--- config.mk ---
export PLATFORM = sky130hd
export DESIGN_NAME = vc_pop_sched
export DESIGN_NICKNAME = d
export VERILOG_FILES = /design/src/rtl/vc_pop_sched.sv
export SDC_FILE = /design/constraint.sdc
export NUM_CORES = 1
export LEC_CHECK = 0
export CAP_MARGIN = 20
export CORE_AREA = 2 2 39 41
export CTS_BUF_LIST = sky130_fd_sc_hd__clkbuf_2 sky130_fd_sc_hd__clkbuf_4 sky130_fd_sc_hd__clkbuf_8
export DETAILED_ROUTE_END_ITERATION = 10
export DIE_AREA = 0 0 41 43
export PLACE_DENSITY = 0.6
export SLEW_MARGIN = 5
export SYNTH_ARGS = -nofsm -noshare
export SYNTH_HDL_FRONTEND = slang
export SYNTH_SLANG_ARGS = --single-unit
--- constraint.sdc ---
create_clock -name clk -period 2.7 [get_ports clk]
set_clock_uncertainty 0.2 [all_clocks]
set_input_delay 0.54 -clock clk [delete_from_list [all_inputs] [get_ports clk]]
set_output_delay 0.54 -clock clk [all_outputs]
set_load 0.02 [all_outputs]
--- src/rtl/vc_pop_sched.sv ---
// vc_pop_sched: pops one word per cycle from two VC FIFOs toward two destinations; VC_WRR_EN selects weighted round-robin, else VC0 strict priority.
// Latency: VC*_rd is combinational in the grant cycle; D*_push and vc_sel are registered one cycle later.
// Backpressure: a VC whose head destination is almost-full is ineligible and never stalls the other VC; init blocks all pops.
module vc_pop_sched #(
    parameter int WEIGHT = 4
) (
    input  logic       clk,
    input  logic       reset_L,
    input  logic       init,
    input  logic       VC0_empty,
    input  logic       VC1_empty,
    input  logic       VC0_dest,
    input  logic       VC1_dest,
    input  logic       D0_full,
    input  logic       D1_full,
    output logic       VC0_rd,
    output logic       VC1_rd,
    output logic       D0_push,
    output logic       D1_push,
    output logic       vc_sel,
    output logic [1:0] state,
    output logic       idle
);

    typedef enum logic [1:0] {
        ST_RESET  = 2'd0,
        ST_INIT   = 2'd1,
        ST_IDLE   = 2'd2,
        ST_ACTIVE = 2'd3
    } state_t;

    if (WEIGHT < 1 || WEIGHT > 15) begin : g_weight_range
        $error("vc_pop_sched: WEIGHT must be within 1..15");
    end

    state_t st;
    logic   vc0_elig;
    logic   vc1_elig;
    logic   pop_ok;
    logic   want0;
    logic   want1;
    logic   pop_any;
    logic   pop_dest;

`ifdef VC_WRR_EN
    localparam logic [3:0] WLIM = 4'(WEIGHT);
    logic [3:0] cnt;
`endif

    always_comb begin
        vc0_elig = !VC0_empty && !(VC0_dest ? D1_full : D0_full);
        vc1_elig = !VC1_empty && !(VC1_dest ? D1_full : D0_full);
        pop_ok   = (st == ST_IDLE || st == ST_ACTIVE) && !init;
`ifdef VC_WRR_EN
        // cnt counts VC0 grants made while VC1 was waiting; at WLIM VC1 gets its turn
        want0    = vc0_elig && (!vc1_elig || cnt < WLIM);
`else
        want0    = vc0_elig;
`endif
        want1    = vc1_elig && !want0;
    end

    assign VC0_rd   = pop_ok && want0;
    assign VC1_rd   = pop_ok && want1;
    assign pop_any  = VC0_rd || VC1_rd;
    assign pop_dest = VC0_rd ? VC0_dest : VC1_dest;
    assign state    = st;
    assign idle     = (st == ST_IDLE) && VC0_empty && VC1_empty;

    always_ff @(posedge clk or negedge reset_L) begin
        if (!reset_L) begin
            st      <= ST_RESET;
            D0_push <= 1'b0;
            D1_push <= 1'b0;
            vc_sel  <= 1'b0;
        end else begin
            D0_push <= pop_any && !pop_dest;
            D1_push <= pop_any && pop_dest;
            if (pop_any) begin
                vc_sel <= VC1_rd;
            end
            case (st)
                ST_RESET:  st <= ST_INIT;
                ST_INIT:   if (!init) st <= ST_IDLE;
                ST_IDLE: begin
                    if (init)                         st <= ST_INIT;
                    else if (!VC0_empty || !VC1_empty) st <= ST_ACTIVE;
                end
                ST_ACTIVE: begin
                    if (init)                                      st <= ST_INIT;
                    else if (VC0_empty && VC1_empty && !pop_any)   st <= ST_IDLE;
                end
                default:   st <= ST_RESET;
            endcase
        end
    end

`ifdef VC_WRR_EN
    always_ff @(posedge clk or negedge reset_L) begin
        if (!reset_L) begin
            cnt <= 4'd0;
        end else if (!vc1_elig || VC1_rd) begin
            cnt <= 4'd0;
        end else if (VC0_rd && cnt < WLIM) begin
            cnt <= cnt + 4'd1;
        end
    end
`endif

endmodule
==> metrics.md <==
| Metric | Value |
|---|---|
| Status | `complete, no violations` |
| Fin. Hold Viols | `0` |
| Switch share | `0.249` |
| Die Y | `43 um` |
| Critical Path, Cell by Cell | `clkdlybuf4s50_1, buf_4, a2111oi_4, and2b_2, buf_4` |
| Register bit total from synthesis | `5` |
| Minimum clock period | `2.62 ns` |
| Clock power frac | `0.376` |
| Largest net degree at the start of global routing | `6` |
| Syn nets | `31` |
| Fmax | `between 300 and 400 MHz` |
| Worst setup SP type | `input pin` |
| Final Net Count | `60` |
| Row count | `14` |
| Die width | `41 um` |
| Die area | `around 1800 um2` |
| Clk sinks | `5` |
| Worst hold slack | `about 0.30 ns` |
| Most frequent CP cell | `buf_4` |
| Residual DRC count | `0` |
| Peak VDD IR | `122 uV` |
| CTS tree | `built` |
| Aggregate global routing overflow | `0` |
| Final instance area | `547 um2` |
| Delay of the slowest critical-path stage | `between 0.4 and 0.5 ns` |
| Nature of the critical path endpoint | `output port` |
| Synth area leader | `dfrtp_1` |
| Initial antenna violation count | `0` |
| Core Area | `1380 um2` |
| Number of routed nets with antenna violations | `0` |
| I/O Pins | `17` |
| Setup repair after global routing missed its margin | `false` |
| Slew HR | `0.787` |
| DR vias | `around 280` |
| Worst-Margin Slew | `roughly 0.32 ns` |
| Synth Area per Inst | `roughly 12 um2` |
| Area grow syn2layout | `103%` |
| Switching power | `approximately 62 uW` |
| Max Cap Viol | `0` |
| Final Cycle Share | `0.969` |
| FILL cells | `~170` |
| Internal power | `188 uW` |
| Clock Tree Root | `clkbuf_4` |
| Synth warnings | `0` |
| Port bufs | `16` |
| Post-DR vias/cell | `~4.3` |
| Slowest library cell on the worst path | `clkdlybuf4s50_1` |
| Area contributors post-synth | `dfrtp_1 (47%), a2111oi_4 (10%), mux2_4 (5.6%), nand2_1 (4.2%), mux2i_1 (3.7%)` |
| Final setup viols | `0` |
| Worst Setup SP | `D1_full` |
| Sequential share of power | `0.350` |
| Vias in the first global route | `259` |
| P per Cell Area | `~460 nW/um2` |
| Register clock-pin slew on the reported worst setup and hold paths | `around 0.04 ns` |
| Mapped Cells | `22` |
| Routed Wire Length | `between 600 and 700 um` |
| Area after detailed placement | `around 490 um2` |
| Layout cell share with drive strength beyond 1 | `0.420` |
| Slew Viols, Final | `0` |
| H-tree lvl count | `1` |
| Worst endpoint data arrival time | `~1.9 ns` |
| GRT Util Overall | `0.0805` |
| Antenna cells | `0` |
| Clock tree buffer depth | `2` |
| Synthesized cell area | `between 200 and 300 um2` |
| DR iter-0 viols | `5` |
| Clk_lat worst skew | `between 0.2 and 0.25 ns` |
| Reg-to-reg startpoint | `state[1]$_DFFE_PN0P_` |
| Yosys cell types | `15` |
| Global-route wire length before repair | `between 900 and 1000 um` |
| Most frequent cells in the layout | `clkdlybuf4s50_1 (12), buf_4 (9), dfrtp_1 (5)` |
| Worst Hold Class | `reg2reg` |
| Commonest non-fill, non-tap cell in the layout | `clkdlybuf4s50_1` |
| CP Max Fanout | `3` |
| Crit path required time | `1.96 ns` |
| Logic pwr share | `0.274` |
| Routed wire per std cell | `~9.4 um` |
| Total CTS buffers | `3` |
| Setup TNS | `0 ns` |
| DP HPWL | `~530 um` |
| Final Power | `between 200 and 300 uW` |
| Yosys top cell area share | `0.465` |
| Initial Util | `0.194` |
| Sequential area share after synthesis | `0.465` |
| Final Wtd Congestion | `0.623` |
| Leak Pwr | `around 0.00025 uW` |
| Hold Path Origin | `vc_sel$_DFFE_PN0P_` |
| WS Path Type | `in2out` |
| First-pass iteration count of the detailed router | `2` |
through the flow:
stage / cells / setup WS (ns) / utilization
4_1_cts: 64 / -0.185 / 0.381
6_report: 66 / 0.0844 / 0.395
5_1_grt: 66 / 0.0222 / 0.395
2_1_floorplan: 22 / 0.407 / -
3_5_place_dp: 60 / -0.530 / 0.357
3_3_place_gp: 60 / -0.448 / 0.357
Yosys cell counts:
| master | number |
|---|---|
| a2111oi_0 | 1 |
| a2111oi_4 | 1 |
| and2b_2 | 1 |
| dfrtp_1 | 5 |
| mux2_4 | 1 |
| mux2i_1 | 1 |
| nand2_1 | 3 |
| nand2b_1 | 1 |
| nor2_1 | 2 |
| nor2b_1 | 1 |
| nor2b_2 | 1 |
| nor3b_1 | 1 |
| nor4b_1 | 1 |
| o21ba_2 | 1 |
| or4_1 | 1 |
worst paths after layout:
path | to | slack, ns | depth (start not counted)
max reg2reg | D1_push$_DFF_PN0_ | 0.85 | 6
max in group asynchronous | state[1]$_DFFE_PN0P_ | 1.80 | 1
max | VC1_rd | 0.08 | 5
min in group asynchronous | vc_sel$_DFFE_PN0P_ | 0.32 | 1
min reg2reg | vc_sel$_DFFE_PN0P_ | 0.30 | 1
min | vc_sel$_DFFE_PN0P_ | 0.30 | 1
area by class of cell:
type | instances | area [um2] | share of cell area
tap | 16 | 20.0 | 0.0366
multi-input combinational | 17 | 158 | 0.288
timing repair buffer | 24 | 214 | 0.391
clock buffer | 4 | 30.0 | 0.0549
sequential | 5 | 125 | 0.229
critical path: cells and delay by family:
kind	cells	cell delay, ns
buffers and inverters	3	0.75
AO/OA/AOI/OAI	1	0.32
AND/OR/NAND/NOR	1	0.26
power groups by stage:
stage / Sequential [uW] / Clock (uW) / Combinational (uW)
5_1_grt: 88.7 / 99.4 / 74.1
2_1_floorplan: 96.9 / 0 / 16.0
6_report: 87.5 / 94.0 / 68.5
4_1_cts: 87.1 / 98.4 / 67.1
3_5_place_dp: 88.1 / 0 / 66.6
3_3_place_gp: 88.2 / 0 / 66.2
routing by layer:
layer / vias up / share of wire / GRT usage / wire length (um)
met2: 17 / 0.47 / 0.128 / 293
met3: 0 / 0.13 / 0.0157 / 79
met4: 0 / 0 / 0.0600 / 0
met1: 126 / 0.40 / 0.0874 / 247
met5: - / 0 / 0 / 0
li1: 138 / - / - / -
sequential cells by signal, indices dropped and copies added, names as in the netlist:
name	cells
state	2
D0_push	1
D1_push	1
vc_sel	1
what timing repair did:
action	in CTS	in global routing
hold buffers	0	0
buffers inserted	0	2
pin swaps	0	1
setup endpoints to repair	3	2
resized for setup	5	8
logic make-up after synthesis:
kind of cell and share of synthesized area:
AO/OA/AOI/OAI 0.172, flip-flops 0.465, multiplexers 0.0930, AND/OR/NAND/NOR 0.270
Power figures use the tool's default switching activity.
==> RTL edit: new RTL, config.mk and constraints unchanged <==
Build with the macro `VC_WRR_EN` defined.
--- a/src/rtl/vc_pop_sched.sv
+++ b/src/rtl/vc_pop_sched.sv
@@ -3,2 +3,4 @@
 // Backpressure: a VC whose head destination is almost-full is ineligible and never stalls the other VC; init blocks all pops.
+`define VC_WRR_EN
+
 module vc_pop_sched #(
Formal check against the unedited RTL: not equivalent (Yosys sat finds a counterexample within 10 cycles, from zero or initial values and one cycle with reset_L low).
==> RTL edit against the unedited design <==
Sequential cell count is 4 higher. Non-clock buffer count increased by 5. Critical endpoint unchanged. First-iteration DRC count is 60% higher. Highest routed layer is now met4. Maximum frequency barely moved. Synthesized cell count increased by 130%. Power up 41%. Via count grew 72%. Final area is 43% higher. Largest power group is now registers. Synthesized area rose by 82%. Routed wire length is 91% higher. Setup slack better by 0.00082 ns.
==> RTL edit: results (changes against the unedited design) <==
global_route.usage.total_pct: 17.3  # +9.3 points
buffers: 29  # +21%
largest_register_ffs: 4  # +2
cts_resized: 11  # +6
regArea_sq_um: 225  # +80%
p_leak_nw: 0.354  # +44%
synth_nets: 60  # +94%
clkCellAreaFrac_pct: 3.85  # -1.6 points
synth_area_leaders: "dfrtp_1, nor3_1, nand2b_1"
dp_hpwl_um: 918  # +72%
fillers: 135  # -18%
synth_fa_ha_area_share_pct: 2.55  # +2.6 points
place_area_sq_um: 757  # +53%
yosysSeqAreaShare_pct: 45.9  # -0.59 points
critPathMaxStageDelay_ns: 0.48  # +0.04 ns
routedWlPerCell_um: 12.1  # +29%
final_nets: 93  # +55%
synth-compound-area-share_pct: 12.8  # -4.5 points
drive_above_1_share_pct: 25.6  # -16 points
n_all_inverters: 1  # +1
multiInputGateArea_sq_um: 255  # +62%
power_frac_comb_pct: 24.1  # -3.3 points
grt_max_degree: 10  # +4
final_cell_count_no_fill: 98  # +48%
p_comb_w: 0.0000851  # +24%
cp_max_fo: 2  # -1
synth_xor_area_share_pct: 0  # unchanged
synth_cell_types: 26  # +11
slew-limit-headroom_pct: 71.7  # -7.0 points
drt_iter0_drc: 8  # +3
nMultiInputCombCells: 39  # +22
synthTopCellsByCount: "dfrtp_1, nor2_1, nand2_1, nor3_1"
status: "completed"
insertion_delay_ns: 0.27  # +0.03 ns
post-route-util_pct: 56.4  # +17 points
dp_slack_ns: -0.400  # +0.130 ns
grt_pass1_wl_um: 2060  # +120%
routabilityCongestion: 0.739  # +18%
final_area_sq_um: 781  # +43%
powerSeq_w: 0.000147  # +68%
path_clk_slew_ns: 0.07  # +0.03 ns
regMostFlops: "cnt"
buffer_area_share_pct: 31.6  # -7.6 points
==> RTL edit: changes by cell type after synthesis, sizes merged, moves of 2 or more <==
| cell | delta |
|---|---|
| nor2b | -2 |
| nor3 | +4 |
| a2111oi | -2 |
| nand2b | +2 |
| dfrtp | +4 |
| a21oi | +3 |
| nand4 | +2 |
| nor2 | +3 |
| o32ai | +2 |
==> RTL edit: worst paths after layout <==
path | start | end | slack, ns | depth (start not counted)
setup / recovery | VC1_dest | VC1_rd | 0.09 | 5
min in group asynchronous | reset_L | D1_push | 0.37 | 1
setup reg to reg | state[1] | D1_push | 0.92 | 4
hold / removal | vc_sel | vc_sel | 0.30 | 1
hold reg to reg | vc_sel | vc_sel | 0.30 | 1
max in group asynchronous | reset_L | cnt[2] | 1.63 | 1
==> RTL edit: routing by layer <==
metal	track usage, %	wire length [um]	vias to the layer above
met2	25.0	539	13
met4	8.00	14	0
met1	24.3	579	218
li1	-	-	249
met3	3.14	51	2
met5	0	0	-
